## src/rtl/spi_flash_read_seq.sv

```systemverilog
// APB master that turns a (flash byte address, word count) request into SPI flash READ (0x03) bursts
// and streams the returned words. Define SPI_SEQ_TIMEOUT_EN to add the end-of-transfer watchdog.
`timescale 1ns/1ps
module spi_flash_read_seq #(
  parameter int APB_ADDR_WIDTH = 12,
  parameter int MAX_BURST      = 8,
  parameter int TIMEOUT_CYCLES = 65535
) (
  input  logic                      HCLK,
  input  logic                      HRESET,
  input  logic                      req_valid_i,
  output logic                      req_ready_o,
  input  logic [23:0]               req_addr_i,
  input  logic [15:0]               req_words_i,
  output logic [APB_ADDR_WIDTH-1:0] PADDR,
  output logic [31:0]               PWDATA,
  output logic                      PWRITE,
  output logic                      PSEL,
  output logic                      PENABLE,
  input  logic [31:0]               PRDATA,
  input  logic                      PREADY,
  input  logic                      PSLVERR,
  input  logic                      eot_i,
  output logic [31:0]               data_o,
  output logic                      data_valid_o,
  input  logic                      data_ready_i,
  output logic                      done_o,
  output logic                      err_o
);

  localparam logic [APB_ADDR_WIDTH-1:0] A_STATUS = APB_ADDR_WIDTH'(8'h00);
  localparam logic [APB_ADDR_WIDTH-1:0] A_CMD    = APB_ADDR_WIDTH'(8'h08);
  localparam logic [APB_ADDR_WIDTH-1:0] A_ADDR   = APB_ADDR_WIDTH'(8'h0C);
  localparam logic [APB_ADDR_WIDTH-1:0] A_LEN    = APB_ADDR_WIDTH'(8'h10);
  localparam logic [APB_ADDR_WIDTH-1:0] A_RXFIFO = APB_ADDR_WIDTH'(8'h20);
  localparam logic [15:0]               BURST_MAX = 16'(MAX_BURST);

  typedef enum logic [3:0] {
    S_IDLE, S_CMD, S_ADDR, S_LEN, S_CTRL, S_WAIT, S_RD, S_PUSH, S_DONE, S_SWRST
  } state_t;

  // GAP keeps PSEL low for one cycle between consecutive register writes.
  typedef enum logic [1:0] {PH_GAP, PH_SETUP, PH_ACCESS} phase_t;

  state_t      state, state_n;
  phase_t      phase, phase_n;
  logic [23:0] addr;
  logic [15:0] remain;
  logic [15:0] burst_left;
  logic [15:0] burst_n;
  logic [15:0] len_bits;
  logic [31:0] data;
  logic        valid;
  logic        err;
  logic        apb_req;
  logic        eot_setup;
  logic        xfer_done;
  logic        tmo_hit;

`ifdef SPI_SEQ_TIMEOUT_EN
  localparam logic [15:0] TMO_LIMIT = 16'(TIMEOUT_CYCLES);
  logic [15:0] tmo_cnt;

  always_ff @(posedge HCLK or posedge HRESET) begin
    if (HRESET) tmo_cnt <= '0;
    else if (state == S_WAIT) tmo_cnt <= tmo_cnt + 16'd1;
    else tmo_cnt <= '0;
  end

  assign tmo_hit = (tmo_cnt == TMO_LIMIT);
`else
  assign tmo_hit = 1'b0;
`endif

  assign burst_n      = (remain > BURST_MAX) ? BURST_MAX : remain;
  assign len_bits     = burst_n << 5;
  // The RXFIFO read SETUP overlaps the eot cycle so the first word lands two cycles after eot.
  assign eot_setup    = (state == S_WAIT) && eot_i;
  assign xfer_done    = PENABLE && PREADY;
  assign req_ready_o  = (state == S_IDLE);
  assign done_o       = (state == S_DONE);
  assign data_o       = data;
  assign data_valid_o = valid;
  assign err_o        = err;

  always_comb begin
    apb_req = 1'b0;
    PADDR   = '0;
    PWDATA  = '0;
    PWRITE  = 1'b0;
    case (state)
      S_CMD:   begin apb_req = 1'b1; PADDR = A_CMD;    PWDATA = 32'h0300_0000;  PWRITE = 1'b1; end
      S_ADDR:  begin apb_req = 1'b1; PADDR = A_ADDR;   PWDATA = {addr, 8'h00};  PWRITE = 1'b1; end
      S_LEN:   begin
        apb_req = 1'b1;
        PADDR   = A_LEN;
        PWDATA  = {len_bits, 2'b00, 6'd24, 2'b00, 6'd8};
        PWRITE  = 1'b1;
      end
      S_CTRL:  begin apb_req = 1'b1; PADDR = A_STATUS; PWDATA = 32'h0000_0101;  PWRITE = 1'b1; end
      S_SWRST: begin apb_req = 1'b1; PADDR = A_STATUS; PWDATA = 32'h0000_0010;  PWRITE = 1'b1; end
      S_RD:    begin apb_req = 1'b1; PADDR = A_RXFIFO; end
      S_WAIT:  if (eot_i) PADDR = A_RXFIFO;
      default: ;
    endcase
    PSEL    = (apb_req && (phase != PH_GAP)) || eot_setup;
    PENABLE = apb_req && (phase == PH_ACCESS);
  end

  always_comb begin
    state_n = state;
    phase_n = phase;
    case (state)
      S_IDLE:
        if (req_valid_i) begin
          phase_n = PH_SETUP;
          state_n = (req_words_i == 16'd0) ? S_DONE : S_CMD;
        end
      S_CMD, S_ADDR, S_LEN, S_CTRL, S_RD, S_SWRST:
        if (phase == PH_GAP) phase_n = PH_SETUP;
        else if (phase == PH_SETUP) phase_n = PH_ACCESS;
        else if (PREADY) begin
          phase_n = PH_GAP;
          if (PSLVERR) state_n = S_DONE;
          else begin
            case (state)
              S_CMD:   state_n = S_ADDR;
              S_ADDR:  state_n = S_LEN;
              S_LEN:   state_n = S_CTRL;
              S_CTRL:  state_n = S_WAIT;
              S_RD:    state_n = S_PUSH;
              default: state_n = S_DONE;
            endcase
          end
        end
      S_WAIT:
        if (eot_i) begin
          state_n = S_RD;
          phase_n = PH_ACCESS;
        end else if (tmo_hit) begin
          state_n = S_SWRST;
          phase_n = PH_SETUP;
        end
      S_PUSH:
        if (data_ready_i) begin
          phase_n = PH_SETUP;
          if (burst_left == 16'd1) state_n = (remain == 16'd1) ? S_DONE : S_CMD;
          else state_n = S_RD;
        end
      default: state_n = S_IDLE;
    endcase
  end

  always_ff @(posedge HCLK or posedge HRESET) begin
    if (HRESET) begin
      state      <= S_IDLE;
      phase      <= PH_GAP;
      addr       <= '0;
      remain     <= '0;
      burst_left <= '0;
      data       <= '0;
      valid      <= 1'b0;
      err        <= 1'b0;
    end else begin
      state <= state_n;
      phase <= phase_n;
      if (xfer_done && PSLVERR) err <= 1'b1;
      case (state)
        S_IDLE:
          if (req_valid_i) begin
            addr   <= req_addr_i & 24'hFF_FFFC;
            remain <= req_words_i;
            err    <= 1'b0;
          end
        S_CTRL:  if (xfer_done) burst_left <= burst_n;
        S_RD:
          if (xfer_done && !PSLVERR) begin
            data  <= PRDATA;
            valid <= 1'b1;
          end
        // Address and remaining count advance per delivered word; the wrap is modulo 2^24.
        S_PUSH:
          if (data_ready_i) begin
            valid      <= 1'b0;
            addr       <= addr + 24'd4;
            remain     <= remain - 16'd1;
            burst_left <= burst_left - 16'd1;
          end
        S_SWRST: if (xfer_done) err <= 1'b1;
        default: ;
      endcase
    end
  end

endmodule

```

## config.mk

```make
export PLATFORM = sky130hd
export DESIGN_NAME = spi_flash_read_seq
export DESIGN_NICKNAME = d
export VERILOG_FILES = /design/src/rtl/spi_flash_read_seq.sv
export SDC_FILE = /design/constraint.sdc
export NUM_CORES = 1
export LEC_CHECK = 0
export BUFFER_PORTS_ARGS = -buffer_cell sky130_fd_sc_hd__buf_2
export CELL_PAD_IN_SITES_DETAIL_PLACEMENT = 0
export CELL_PAD_IN_SITES_GLOBAL_PLACEMENT = 1
export CORE_MARGIN = 4
export CORE_UTILIZATION = 42
export CTS_BUF_LIST = sky130_fd_sc_hd__clkbuf_16
export DETAILED_ROUTE_END_ITERATION = 8
export GPL_ROUTABILITY_DRIVEN = 1
export GPL_TIMING_DRIVEN = 0
export PLACE_DENSITY_LB_ADDON = 0.1
export SLEW_MARGIN = 20
export SYNTH_ARGS = -nofsm -noshare
export SYNTH_HDL_FRONTEND = slang
export SYNTH_SLANG_ARGS = --single-unit
```

## constraint.sdc

```tcl
create_clock -name HCLK -period 7.3 [get_ports HCLK]
set_input_delay 0.365 -clock HCLK [delete_from_list [all_inputs] [get_ports HCLK]]
set_output_delay 0.365 -clock HCLK [all_outputs]
set_load 0.05 [all_outputs]
```

## Word level (Yosys, flattened, before mapping)

Index checks and enable logic that the tools add are counted.

- Add/sub/neg operators: 3
- Magnitude comparators: 1
- Equal/unequal tests: 22
- Mux-type cells: 41
- Reductions and logical operators: 24

Operators by type and width:

| operator | count |
|---|---|
| case mux 32 bit (5 select lines) | 1 |
| 2-to-1 mux 16 bit | 5 |
| case mux 16 bit (2 select lines) | 2 |
| 2-to-1 mux 24 bit | 2 |
| case mux 24 bit (2 select lines) | 1 |
| 2-to-1 mux 4 bit | 10 |
| == test 16 x 1 -> 1 bit (second input constant) | 2 |
| subtractor 16 x 1 -> 16 bit (second input constant) | 2 |
| case mux 6 bit (5 select lines) | 1 |
| adder 24 x 3 -> 24 bit (second input constant) | 1 |
| case mux 4 bit (5 select lines) | 1 |
| == test 4 x 3 -> 1 bit (second input constant) | 4 |
| > comparator 16 x 4 -> 1 bit (second input constant) | 1 |
| zero test 16 bit | 1 |
| case mux 4 bit (4 select lines) | 1 |
| inequality test 2 bit (second input constant) | 7 |
| 2-to-1 mux 2 bit | 6 |
| AND reduction 3 bit | 3 |
| == test 4 x 2 -> 1 bit (second input constant) | 2 |
| == test 4 bit (second input constant) | 2 |
| case mux 2 bit (4 select lines) | 1 |
| nonzero test 2 bit | 4 |
| 2-to-1 mux 1 bit | 7 |
| logical AND 1 bit | 6 |
| other kinds (17) | 18 |

- Flip-flop bits (word level): 96
- Input port bits: 79
- Output and inout bits: 83
- Word-level logic and storage cells: 99

## Longest topological paths before layout

- Depth in word-level cells: 9
- Mapped depth: 8
- Mapped depth without buffers: 7

## Worst setup path after synthesis

Ideal clock, no wire load.

- Kind: reg2reg
- From: register state[0]
- To: register state[3]
- Library setup time: 0.076 ns
- Arrival: 2.821 ns
- Required time: 7.224 ns
- Path slack: 4.404 ns
- Stages on the path, launching flop included: 7
- Buffers on the path: 1
- Period minus slack after synthesis: 2.896 ns
- Cells stage by stage: dfrtp_1 -> buf_2 -> nor4_1 -> inv_1 -> o211a_1 -> o31a_1 -> o2bb2ai_2

- Elaborated cells between the ends (all ways): 23
- Those cells by class: eq/ne (14); mux (6); reduce/logical (3)

RTL lines:

| item | RTL line | RTL |
|---|---|---|
| from (decl) | 45 | `state_t state, state_n;` |
| from (signal assigned) | 165 | `state <= state_n;` |
| zero test 4 bit * | - |  |
| named net req_ready_o | 12 | `output logic req_ready_o,` |
| inequality test 2 bit (no line) | - |  |
| AND reduction 6 bit (no line) | - |  |

Mark *: on every way through the listed nets, which the timed path passes. The rest lies on a longest branch. The select of a mux whose other input is x is not followed.
A chain may end at the register's enable or synchronous reset.

## Worst setup path after layout

- From: register remain[4]
- To: output PWDATA[23]

- Longest elaborated chain between the ends: 3

Ends and longest elaborated chain:

| item | RTL line | RTL |
|---|---|---|
| from (decl) | 48 | `logic [15:0] remain;` |
| from (signal assigned) | 172 | `remain <= req_words_i;` |
| from (signal assigned) | 186 | `remain <= remain - 16'd1;` |
| > comparator 16 x 4 -> 1 bit | 75 | `assign burst_n = (remain > BURST_MAX) ? BURST_MAX : remain;` |
| 2-to-1 mux 16 bit | 75 |  |
| case mux 32 bit (5 select lines) | 91 | `case (state)` |
| to (decl) | 16 | `output logic [31:0] PWDATA,` |

Every way passes these cells.

==> flow_metrics.env <==
export IMPL_status="completed"
export IMPL_cp_end_kind="output port"
export IMPL_slew_headroom_pct=38.5
export IMPL_ys_seq_elements=94
export IMPL_ios=162
export IMPL_min_path_cells=2
export IMPL_synth_enable_flop_cells=0
export IMPL_critPathMaxStageDelay_ns=0.53
export IMPL_nFillCells=1258
export IMPL_multiInputGateArea_um2=2950
export IMPL_drv_cap=0
export IMPL_dp_cells=964
export IMPL_crit_path_top_delay_cell="or4_1"
export IMPL_synthCells=634
export IMPL_clock_skew_final_ns=0.0111
export IMPL_core_um2=12800
export IMPL_first_pass_iters=5
export IMPL_rsz0062_at_grt="no"
export IMPL_crit_arrival_ns=2.78
export IMPL_met2_usage_pct=39.7
export IMPL_rows=41
export IMPL_area_growth_synth_to_final_pct=23.8
export IMPL_peakVddDrop_mv=0.211
export IMPL_synth_top_family_by_area="compound AO/OA/AOI/OAI gates"
export IMPL_cp_required_ns=6.93
export IMPL_r2r_slack_ns=4.83
export IMPL_antenna_cells=0
export IMPL_cts_tree="done"
export IMPL_async_flop_share_pct=100
export IMPL_drive_gt1_share_pct=28.5
export IMPL_ys_warn_count=0
export IMPL_final_hold_viol_count=0
export IMPL_hpwl_um=13100
export IMPL_grt_pass1_wl_um=28700
export IMPL_overflow=0
export IMPL_stdcell_area_um2=6920
export IMPL_dpl_cell_area_um2=6610
export IMPL_syn_area_um2=5590
export IMPL_crit_fanout=8
export IMPL_hold_path_class="in -> reg"
export IMPL_drtIter0Drc=438
export IMPL_p_leak_nw=3.33
export IMPL_die_x_um=123
export IMPL_layout_area_seq_um2=2350
export IMPL_reg2reg_depth=6
export IMPL_root_buffer="clkbuf_16"
export IMPL_yosysUniqueCellTypes=67
export IMPL_utilization_pct=54.0
export IMPL_clkLatencyLatePin_ns=0.35
export IMPL_r2r_start="state[3]"
export IMPL_hp_start="req_valid_i"
export IMPL_power_mw=2.32
export IMPL_die_area_um2=15200
export IMPL_synthAdderAreaFrac_pct=1.34
export IMPL_finalCritPeriodShare_pct=43.1
export IMPL_cts_setup_buffers=0
export IMPL_gr_usage_met1_pct=33.4
export IMPL_muxShareOfSynthArea_pct=6.80
export IMPL_grt_total_usage_pct=24.2
export IMPL_worstMarginPinSlew_ns=0.913
export IMPL_cts_sinks=94
export IMPL_avgRoutedWirePerCell_um=18.5
export IMPL_final_common_cell="buf_2"
export IMPL_via_per_inst=5.71
export IMPL_clk_path_buf_depth=2
export IMPL_antenna_left=0
export IMPL_synth_area_per_cell_um2=8.82
export IMPL_drc_errors=0
export IMPL_routabilityCongestion=0.856
export IMPL_layout_common_cells="160 x buf_2, 94 x dfrtp_1, 64 x o21ai_0, 62 x nor2_1, 61 x a21oi_1"
export IMPL_cts_made_buffers=9
export IMPL_busiest_layer="met2"
export IMPL_yosysTopAreaCell="dfrtp_1"
export IMPL_setup_viol_count_final=0
export IMPL_synth_seq_area_share_pct=42.1
export IMPL_synth_flop_cell="dfrtp_1"
export IMPL_fmax_ghz=0.318
export IMPL_first_global_vias=5406
export IMPL_start_kind="flip-flop"
export IMPL_use_met3_pct=4.16
export IMPL_hold_end="err_o"
export IMPL_crit_top_cell="buf_2"
export IMPL_vias=5597
export IMPL_post_route_min_period_ns=3.15
export IMPL_tns_ns=0
export IMPL_reg2reg_to="data_o[16]"
export IMPL_htree_levels=3
export IMPL_port_buffers=144
export IMPL_synth_compound_area_share_pct=22.5
export IMPL_path_class="reg -> out"
export IMPL_synthXorXnorAreaFrac_pct=0
export IMPL_synth_simple_area_share_pct=21.1
export IMPL_netlist_area_leader_share_pct=42.1
export IMPL_clk_pin_slew_worst_paths_ns=0.06
export IMPL_yosys_top_cells_area="dfrtp_1 42%, mux2_2 6.2%, o21ai_0 5.7%"
export IMPL_initial_core_util_pct=43.6
export IMPL_path_cells="or4_1 -> buf_2 -> nor3_4 -> and3_2 -> nand3_1 -> a21oi_1 -> buf_2"
export IMPL_grt_antenna_before_repair=0
export IMPL_fin_cells=980
export IMPL_nets=889
export IMPL_power_density_nw_per_um2=335
export IMPL_grt_max_degree=76
export IMPL_drt_wl_total_um=18100
export IMPL_slew_viol_final=0
export IMPL_die_h_um=123
[layout make-up]
type | instances | area share (%)
Buffer | 60 | 4.30
Clock buffer | 9 | 3.25
Clock inverter | 6 | 1.16
Inverter | 11 | 0.669
Multi-Input combinational cell | 482 | 42.6
Sequential cell | 94 | 34.0
Tap cell | 172 | 3.11
Timing Repair Buffer | 146 | 11.0
[layer usage]
metal	wire length (um)	share of wire [%]
met5	0	0
met4	189	1.0
met3	1090	6.0
met2	9030	50
met1	7800	43
[worst max-delay path by stage]
stage,from,to,slack [ns],cells after the start
CTS,remain[4],PWDATA[23],4.16,7
global placement,HRESET,phase[1],3.15,2
floorplan,state[0],state[3],4.40,6
global route,remain[4],PWDATA[21],4.03,7
finish,remain[4],PWDATA[23],4.15,7
detailed placement,remain[4],PWDATA[23],4.55,7
[timing repair]
| item | in CTS | in global routing |
|---|---|---|
| endpoints found under the hold margin | 19 | 0 |
| resized for setup | 0 | 0 |
| hold buffers | 1 | 0 |
| endpoints found under the setup margin | 0 | 0 |
[synthesized netlist by cell type, types with 2 or more instances]
library cell  instances
a21boi_0              2
a21o_1                2
a21oi_1              61
a22o_1                2
a22oi_1               5
a2bb2oi_1             8
a311oi_1              2
a31oi_1               5
a32oi_1               3
a41oi_1               2
and2_1               19
and3_1                4
and3_2                2
and4_1                3
buf_2                16
buf_4                14
clkbuf_1             29
dfrtp_1              94
ha_1                  6
inv_1                11
mux2_2               31
mux2i_1               2
nand2_1              37
nand2b_1             12
nand3_1              17
nand3b_1              3
nand4_1              14
nor2_1               62
nor2b_1               4
nor3_1               19
nor3b_1               2
nor4_1               10
o21a_1                3
o21ai_0              64
o21ai_1               2
o21bai_1              3
o22a_1                4
o22ai_1              10
o2bb2ai_1             6
o31a_1                2
o32ai_1               4
o41ai_1               4
or3_1                 2
or4_1                 4
[worst max-delay path, delay by kind of cell, from the launching register on]
kind	cells	cell delay, ns
compound gates	1	0.22
simple gates	4	1.28
buf+inv	2	0.48
flops	1	0.44
[power by group]
group	leakage, nW	internal, mW	switching (mW)
registers	1.20	0.647	0.152
clock network	0.156	0.296	0.206
logic	1.97	0.325	0.695
[logic make-up after synthesis]
group                      Yosys count
AOI/OAI and AO/OA                  203
adders and majority gates            6
buffers and inverters               71
DFF                                 94
muxes                               34
other                                1
and+or+nand+nor                    225
[sequential cells by signal, indices dropped and copies added, names as in the netlist]
register / flops
data_o: 32
addr: 22
burst_left: 16
remain: 16
state: 4
phase: 2
data_valid_o: 1
err_o: 1
[metrics by stage]
stage                     hold slack [ns]  worst slack (ns)
after detailed placement            0.322              4.55
after global placement              0.457              3.15
final                               0.219              4.15
after global routing                0.232              4.03
after CTS                           0.204              4.16
after floorplan                     0.450              4.40
Power figures use the tool's default switching activity.
